### config.mk
export PLATFORM = sky130hd
export DESIGN_NAME = opm_write_queue
export DESIGN_NICKNAME = d
export VERILOG_FILES = /design/src/rtl/opm_write_queue.sv
export SDC_FILE = /design/constraint.sdc
export NUM_CORES = 1
export LEC_CHECK = 0
export CAP_MARGIN = 20
export CORE_MARGIN = 1.5
export CORE_UTILIZATION = 45
export DETAILED_ROUTE_END_ITERATION = 7
export GPL_ROUTABILITY_DRIVEN = 0
export RECOVER_POWER = 100
export SLEW_MARGIN = 10
export SYNTH_ARGS = -nofsm -noshare
export SYNTH_HDL_FRONTEND = slang
export SYNTH_SLANG_ARGS = --single-unit
### constraint.sdc
create_clock -name clk -period 3.6 [get_ports clk]
set_clock_uncertainty 0.05 [all_clocks]
set_input_delay 0.54 -clock clk [delete_from_list [all_inputs] [get_ports clk]]
set_output_delay 0.54 -clock clk [all_outputs]
set_load 0.005 [all_outputs]
### src/rtl/opm_write_queue.sv
// opm_write_queue: paced {reg,data} write buffer between the host bus and a YM2151/IKAOPM.
// Optional sticky overflow flag on status bit6 when OPM_WRQ_OVF_EN is defined.
module opm_write_queue #(
    parameter int DEPTH_LOG2 = 4,
    parameter int STROBE_CYC = 28,
    parameter int GAP_CYC    = 14,
    parameter int SETTLE_CYC = 56
) (
    input  logic       clk,
    input  logic       reset,
    input  logic       slv_addr_i,
    input  logic [7:0] slv_datawr_i,
    input  logic       slv_datawr_valid,
    input  logic       slv_req_i,
    input  logic       slv_rwn_i,
    output logic [7:0] slv_datard_o,
    output logic       opm_cs_n,
    output logic       opm_wr_n,
    output logic       opm_a0,
    output logic [7:0] opm_d,
    input  logic [7:0] opm_status_i
);
    localparam int DEPTH = 1 << DEPTH_LOG2;

    typedef enum logic [2:0] {IDLE, AWR, GAP, DWR, SETTLE, WBUSY} state_t;

    state_t                state_q, state_d;
    logic [7:0]            cnt_q, cnt_d;
    logic [15:0]           cur_q, cur_d;
    logic [7:0]            addr_latch_q, addr_latch_d;
    logic [DEPTH_LOG2-1:0] wr_ptr_q, wr_ptr_d, rd_ptr_q, rd_ptr_d;
    logic [DEPTH_LOG2:0]   count_q, count_d;
    logic [15:0]           mem_q [DEPTH];
    logic                  opm_cs_n_q, opm_cs_n_d, opm_wr_n_q, opm_wr_n_d, opm_a0_q, opm_a0_d;
    logic [7:0]            opm_d_q, opm_d_d;
    logic                  wr_ev, push, pop, full, accept, strobe, busy_m;

    always_comb begin
        wr_ev        = slv_req_i & ~slv_rwn_i & slv_datawr_valid;
        push         = wr_ev & slv_addr_i;
        pop          = (state_q == IDLE) & (count_q != '0);
        full         = count_q == (DEPTH_LOG2+1)'(DEPTH);
        // a full FIFO still takes a push when the head leaves in the same clk
        accept       = push & (~full | pop);
        addr_latch_d = (wr_ev & ~slv_addr_i) ? slv_datawr_i : addr_latch_q;
        wr_ptr_d     = wr_ptr_q + DEPTH_LOG2'(accept);
        rd_ptr_d     = rd_ptr_q + DEPTH_LOG2'(pop);
        count_d      = count_q + (DEPTH_LOG2+1)'(accept) - (DEPTH_LOG2+1)'(pop);
        busy_m       = opm_status_i[7] | (count_q != '0) | (state_q != IDLE);
    end

    always_comb begin
        state_d = state_q;
        cnt_d   = (cnt_q != '0) ? cnt_q - 8'd1 : cnt_q;
        cur_d   = cur_q;
        case (state_q)
            IDLE: if (pop) begin
                cur_d   = mem_q[rd_ptr_q];
                cnt_d   = 8'(STROBE_CYC - 1);
                state_d = AWR;
            end
            AWR: if (cnt_q == '0) begin
                cnt_d   = 8'(GAP_CYC - 1);
                state_d = GAP;
            end
            GAP: if (cnt_q == '0) begin
                cnt_d   = 8'(STROBE_CYC - 1);
                state_d = DWR;
            end
            DWR: if (cnt_q == '0) begin
                cnt_d   = 8'(SETTLE_CYC - 1);
                state_d = SETTLE;
            end
            SETTLE: if (cnt_q == '0) state_d = WBUSY;
            WBUSY: if (!opm_status_i[7]) state_d = IDLE;
            default: state_d = IDLE;
        endcase
        // strobes derive from the next state so the pins change exactly with the state register
        strobe     = (state_d == AWR) | (state_d == DWR);
        opm_cs_n_d = ~strobe;
        opm_wr_n_d = ~strobe;
        opm_a0_d   = (state_d == DWR) ? 1'b1 : (state_d == AWR) ? 1'b0 : opm_a0_q;
        opm_d_d    = (state_d == AWR) ? cur_d[15:8] : (state_d == DWR) ? cur_d[7:0] : opm_d_q;
    end

    always_ff @(posedge clk or posedge reset) begin
        if (reset) begin
            state_q      <= IDLE;
            cnt_q        <= '0;
            cur_q        <= '0;
            addr_latch_q <= '0;
            wr_ptr_q     <= '0;
            rd_ptr_q     <= '0;
            count_q      <= '0;
            opm_cs_n_q   <= 1'b1;
            opm_wr_n_q   <= 1'b1;
            opm_a0_q     <= 1'b0;
            opm_d_q      <= '0;
        end else begin
            state_q      <= state_d;
            cnt_q        <= cnt_d;
            cur_q        <= cur_d;
            addr_latch_q <= addr_latch_d;
            wr_ptr_q     <= wr_ptr_d;
            rd_ptr_q     <= rd_ptr_d;
            count_q      <= count_d;
            opm_cs_n_q   <= opm_cs_n_d;
            opm_wr_n_q   <= opm_wr_n_d;
            opm_a0_q     <= opm_a0_d;
            opm_d_q      <= opm_d_d;
        end
    end

    always_ff @(posedge clk) begin
        if (accept) mem_q[wr_ptr_q] <= {addr_latch_q, slv_datawr_i};
    end

    assign opm_cs_n = opm_cs_n_q;
    assign opm_wr_n = opm_wr_n_q;
    assign opm_a0   = opm_a0_q;
    assign opm_d    = opm_d_q;

`ifdef OPM_WRQ_OVF_EN
    logic ovf_q, ovf_d;
    always_comb begin
        ovf_d = (push & ~accept) ? 1'b1 : (slv_req_i & slv_rwn_i & slv_addr_i) ? 1'b0 : ovf_q;
    end
    always_ff @(posedge clk or posedge reset) begin
        if (reset) ovf_q <= 1'b0;
        else       ovf_q <= ovf_d;
    end
    assign slv_datard_o = {busy_m, ovf_q, opm_status_i[5:0]};
`else
    assign slv_datard_o = {busy_m, opm_status_i[6:0]};
`endif
endmodule
==> reports/results.txt <==
DRT antenna net count - 0
Design Area, Final - 0.0142 sq mm
Slew Limit Fails - 32
Max-Cap Viols - 1
Multi-input gate area - 0.00310 sq mm
Cell Chain, Critical Path - or3_1 -> nand3_1 -> nand3_1 -> inv_1 -> nand3b_1 -> nor3_1 -> clkbuf_1
chip height - 171 microns
largest cells by area after synthesis - edfxtp_1 (60%), dfrtp_1 (11%), mux4_2 (8.5%)
Peak VDD IR - 0.412 mV
CP Launch Type - flip-flop
highest-count cells in the layout ignoring fill and taps - edfxtp_1 (256), dfrtp_1 (56), mux4_2 (48), mux2_2 (32), clkbuf_16 (32)
crit path buf inv count - 2
nets - 783
# fillers - 2285
WP data required - 3.71 ns
critical path peak fanout - 16
initial drt markers - 624
PD cells - 763 mW/mm^2
clk buf depth - 3
Top delay family on crit path - simple AND/OR/NAND/NOR gates
Clock power frac - 29.4%
post-route insts no fill - 1150
GRT Residual Overflow - 0
YS warnings - 0
Hold Vio Cnt, Final - 0
diode count - 0
WS Path Type - reg -> reg
DRC - 0
die area - 0.0293 sq mm
placed cell areas - 0.0134 sq mm
Sink Count - 314
clk slew on worst S/H paths - 0.06 ns
relative slew slack - -10.5%
Final period util - 90.6%
Wirelength per Cell - 23.3 microns
syn nets - 734
minimum clock period - 3.26 ns
Post-DP HPWL - 17300 microns
Worst Setup End Kind - flip-flop
Top FF cell, synth - edfxtp_1
DP Cell Count - 1094
combinational cell fraction of total power - 26.8%
clk root buf - clkbuf_16
Setup Viol. Count Final - 0
first-pass GRT wire length - 41200 microns
hold_buf cts - 0
Setup Buffers After CTS - 0
register share of total power - 43.8%
Via density - 5.59
cts bufs inserted - 31
core area - 0.0278 sq mm
Synth-to-Final Area Change - 12.0%
most common cell after layout, fill and taps aside - edfxtp_1
Critical-path top delay cell - clkbuf_1
final hold slack - 0.425 ns
num ports - 41
syn avg cell area - 18.2 sq um
CP most frequent cell - nand3_1
Seq/Total Area, Yosys - 71.8%
#FFs+latches synth - 314
Register Area - 0.00914 sq mm
Initial Util - 45.8%
count of cell types in the netlist - 61
Async SR Flop Fraction - 18.5%
Max Fclk - 307 MHz
Clock Latency Late Sink - 0.56 ns
Leak - 4.85 nW
failing checks - capacitance limit, slew limit
PortBufs - 26
post-synthesis instance area - 0.0127 sq mm
unrepaired setup endpoints after global routing - no
die width - 171 microns
CTS tree - yes
initial antenna violation count - 0
Total Routing Usage GR - 19.0%
total wire length - 26800 microns
switching pwr - 0.00332 W
Yosys top cell area share - 60.4%
Post-synth EDFFs - 256
largest net degree at the start of global routing - 43
Synth Instances - 700
post-CTS sizing - 0
Setup TNS - 0 ns
Worst Hold Class - reg -> reg
Internal - 0.00755 W
CTS H-tree lvls - 1
CP max stage delay - 0.86 ns
post-route setup slack - 0.340 ns
cell taking the most area after synthesis - edfxtp_1
vias in the first global route - 6737
sw frac - 30.5%
worst-margin pin slew - 1.66 ns
num rows - 61
CP arrival - 3.37 ns
status - finished with violations
Setup WS pre-CTS - 0.516 ns
DR pass1 iterations - 5
share of cells above drive strength 1 - 19.3%
vias post-DR - 6430
[power by group through the flow]
stage	combinational (W)	sequential, W	clock, W
2_1_floorplan	0.00242	0.00462	0
3_3_place_gp	0.00298	0.00483	0
3_5_place_dp	0.00304	0.00486	0
4_1_cts	0.00306	0.00479	0.00324
5_1_grt	0.00318	0.00483	0.00338
6_report	0.00292	0.00476	0.00320
[flip-flops by register name, summed over array words and instances, names as in the netlist]
signal,count
state_q,3
addr_latch_q,8
count_q,5
rd_ptr_q,4
wr_ptr_q,4
mem_q,256
cnt_q,8
opm_a0,1
cur_q,16
opm_d,8
opm_wr_n,1
[Yosys cell counts (all sizes together) (2+ instances only)]
cell type / n
edfxtp: 256
dfrtp: 57
mux4: 48
buf: 34
mux2: 32
nand2: 29
nor2: 24
inv: 21
mux2i: 17
a22oi: 14
nand3: 12
o21ai: 12
a21oi: 11
ha: 11
clkbuf: 10
nor3: 9
nor3b: 9
a211o: 8
a221oi: 8
and3: 8
o211ai: 8
o221ai: 8
xnor2: 8
o31ai: 5
xor2: 5
or2: 4
a211oi: 3
and2: 3
nand2b: 3
nor2b: 3
a22o: 2
nand3b: 2
nor4b: 2
or3: 2
[kinds of logic after synthesis]
family,count (synthesis),share of synthesized area (%)
AO/OA/AOI/OAI,83,5.04
XOR/XNOR,13,0.895
adder cells (fa/ha/maj),12,1.24
buffers and inverters,66,3.40
flip-flops,314,71.8
multiplexers,97,12.7
AND/OR/NAND/NOR,115,4.92
[worst min-delay path: cells and delay by family (launching register included)]
| family | cells | cell delay, ns |
|---|---|---|
| flops | 1 | 0.34 |
| simple gates | 2 | 0.10 |
[metal layers]
metal	up-vias	routed length [microns]	GRT usage, %
met5	-	0	0
met4	0	690	5.45
met3	49	1090	2.54
met2	156	13400	32.5
met1	3378	11700	25.5
li1	2847	-	-
[path summary, 6_finish.rpt]
kind	startpoint	end	slack, ns	cells after the start
max	state_q[1]$_DFF_PP0_	mem_q[2][14]$_DFFE_PP_	0.34	7
min	opm_a0$_DFFE_PP0P_	opm_a0$_DFFE_PP0P_	0.42	2
max reg2reg	state_q[1]$_DFF_PP0_	mem_q[2][14]$_DFFE_PP_	0.34	7
min reg2reg	opm_a0$_DFFE_PP0P_	opm_a0$_DFFE_PP0P_	0.42	2
max in group asynchronous	reset	opm_d[5]$_DFFE_PP0P_	0.88	3
min in group asynchronous	reset	cur_q[5]$_DFF_PP0_	0.57	2
[cell type report]
type / count / share of cell area, %
tap: 378 / 3.32
sequential: 314 / 64.2
timing repair buffer: 60 / 2.99
clock inverter: 18 / 1.23
clock buffer: 38 / 5.85
inverter: 22 / 0.667
multi-input combinational: 320 / 21.8
[through the flow]
step	total power (W)	util [%]
after detailed placement	0.00790	48.3
after global placement	0.00781	48.3
final	0.0109	51.3
after floorplan	0.00704	-
after global routing	0.0114	51.3
after CTS	0.0111	52.0
Note: power is estimated with default switching activity, not from simulation.
==> edit, RTL diff (same flow settings) <==
Compare `count_q` against `(DEPTH_LOG2+1)'(DEPTH)` with >= in place of ==.
--- a/src/rtl/opm_write_queue.sv
+++ b/src/rtl/opm_write_queue.sv
@@ -40,5 +40,5 @@
         push         = wr_ev & slv_addr_i;
         pop          = (state_q == IDLE) & (count_q != '0);
-        full         = count_q == (DEPTH_LOG2+1)'(DEPTH);
+        full         = count_q >= (DEPTH_LOG2+1)'(DEPTH);
         // a full FIFO still takes a push when the head leaves in the same clk
         accept       = push & (~full | pop);
Behaviour: no difference found for any inputs over 10 cycles, from zero or initial values and one cycle with reset high; that may be too few to reach the edited logic, so the function may still have changed.
==> edit against the original RTL <==
Area after synthesis is 0.52% higher; critical path type unchanged; final area is 1.2% higher; wire length hardly changed; highest routed layer unchanged; critical path depth is 1 lower; worst setup slack better by 0.13 ns; utilization is 0.47 points higher; total power is 1.2% lower; sequential cell count stayed put; first-iteration DRC count is 11% higher.
==> edit: results (changes against the original RTL) <==
status:
  status: "complete, no violations"
drt:
  via_per_inst: 5.58  # -0.13%
  first_pass_iters: 4  # -1
  routedWlPerCell_um: 22.9  # -1.7%
  drt-initial-drc-count: 691  # +11%
clock_tree:
  numCtsBuffers: 34  # +9.7%
  clk_latency_ns: 0.52  # -0.04 ns
  htreeDepth: 2  # +1
critical_path:
  critical_path.endpoint: "opm_d[5]$_DFFE_PP0P_"
  rr_startpoint: "rd_ptr_q[2]$_DFF_PP0_"
  critPathSlowestCell: "dfrtp_2"
  critPathTopFamily: "flip-flops"
  worstPathMaxFanout: 35  # +19
synth:
  yosysSeqAreaShare: 0.715  # -0.00372
  ys_top_cells_by_count: "edfxtp_1 (256), dfrtp_1 (57), mux4_2 (48)"
  syn-num-nets: 751  # +2.3%
  synth_cell_types: 63  # +3.3%
  synthTopCellsByArea: "edfxtp_1 (60%), dfrtp_1 (11%), mux4_2 (8.5%)"
placed_design:
  dpl.hpwl_mm: 17.3  # -0.33%
finish:
  final_nets: 801  # +2.3%
  fillerInstances: 2254  # -1.4%
global_routing:
  gr-usage-all-layers: 0.194  # +0.00370
  grt_pass1_vias: 6783  # +0.68%
  grt_pass1_wl_mm: 41.6  # +0.87%
  grt_max_degree: 37  # -14%
timing:
  min_period_ns: 3.13  # -0.128 ns
pwr:
  leakage_nw: 5.04  # +3.9%
  peakVddDrop_uv: 421  # +2.3%
hold_path:
  hp-start: "cur_q[13]$_DFF_PP0_"
-- edit: power by group --
group	internal, mW	switching (mW)
Combinational	1.31	1.23
Clock	1.91	1.36
Sequential	4.32	0.610
-- edit: cell families after synthesis --
group,after synthesis,share of synthesized area
AO/OA/AOI/OAI,86,0.0510
XOR/XNOR,16,0.0115
adder cells (fa/ha/maj),13,0.0133
buffers and inverters,65,0.0294
flip-flops,314,0.715
multiplexers,105,0.131
AND/OR/NAND/NOR,117,0.0494
-- edit: how the worst min path moves through the flow --
stage,to,cells after the start,slack (ns)
after floorplan,cur_q[10]$_DFF_PP0_,2,0.40
after global placement,cur_q[9]$_DFF_PP0_,2,0.41
after detailed placement,cur_q[13]$_DFF_PP0_,2,0.41
after CTS,opm_d[1]$_DFFE_PP0P_,2,0.28
after global routing,cur_q[14]$_DFF_PP0_,1,0.45
final,cur_q[13]$_DFF_PP0_,2,0.43
-- edit: per-layer routing --
layer  routed length (um)  vias to the layer above  GRT usage
met5                    0                        -          0
met4                  541                        0     0.0576
met3                 1410                       35     0.0377
met2                13100                      169      0.315
met1                11700                     3404      0.265
li1                     -                     2925          -
-- edit: worst min-delay path: stages, from the launching register on --
cell and delay, ns:
dfrtp_1 0.34, nand2_1 0.05, nand2_1 0.06
-- edit: final cells by class --
class,count,area [um2],area share
clock buffer,43,895,0.0620
clock inverter,19,155,0.0108
inverter,19,72.6,0.00503
multi-input combinational,337,3210,0.223
sequential,314,9150,0.634
tap,378,473,0.0328
timing repair buffer,60,463,0.0321
-- edit: through the flow --
stage,util,instances,instance area (um2)
finish,0.518,1170,14400
global route,0.518,1170,14400
global placement,0.485,1107,13500
detailed placement,0.486,1108,13500
floorplan,-,716,12800
CTS,0.523,1170,14600
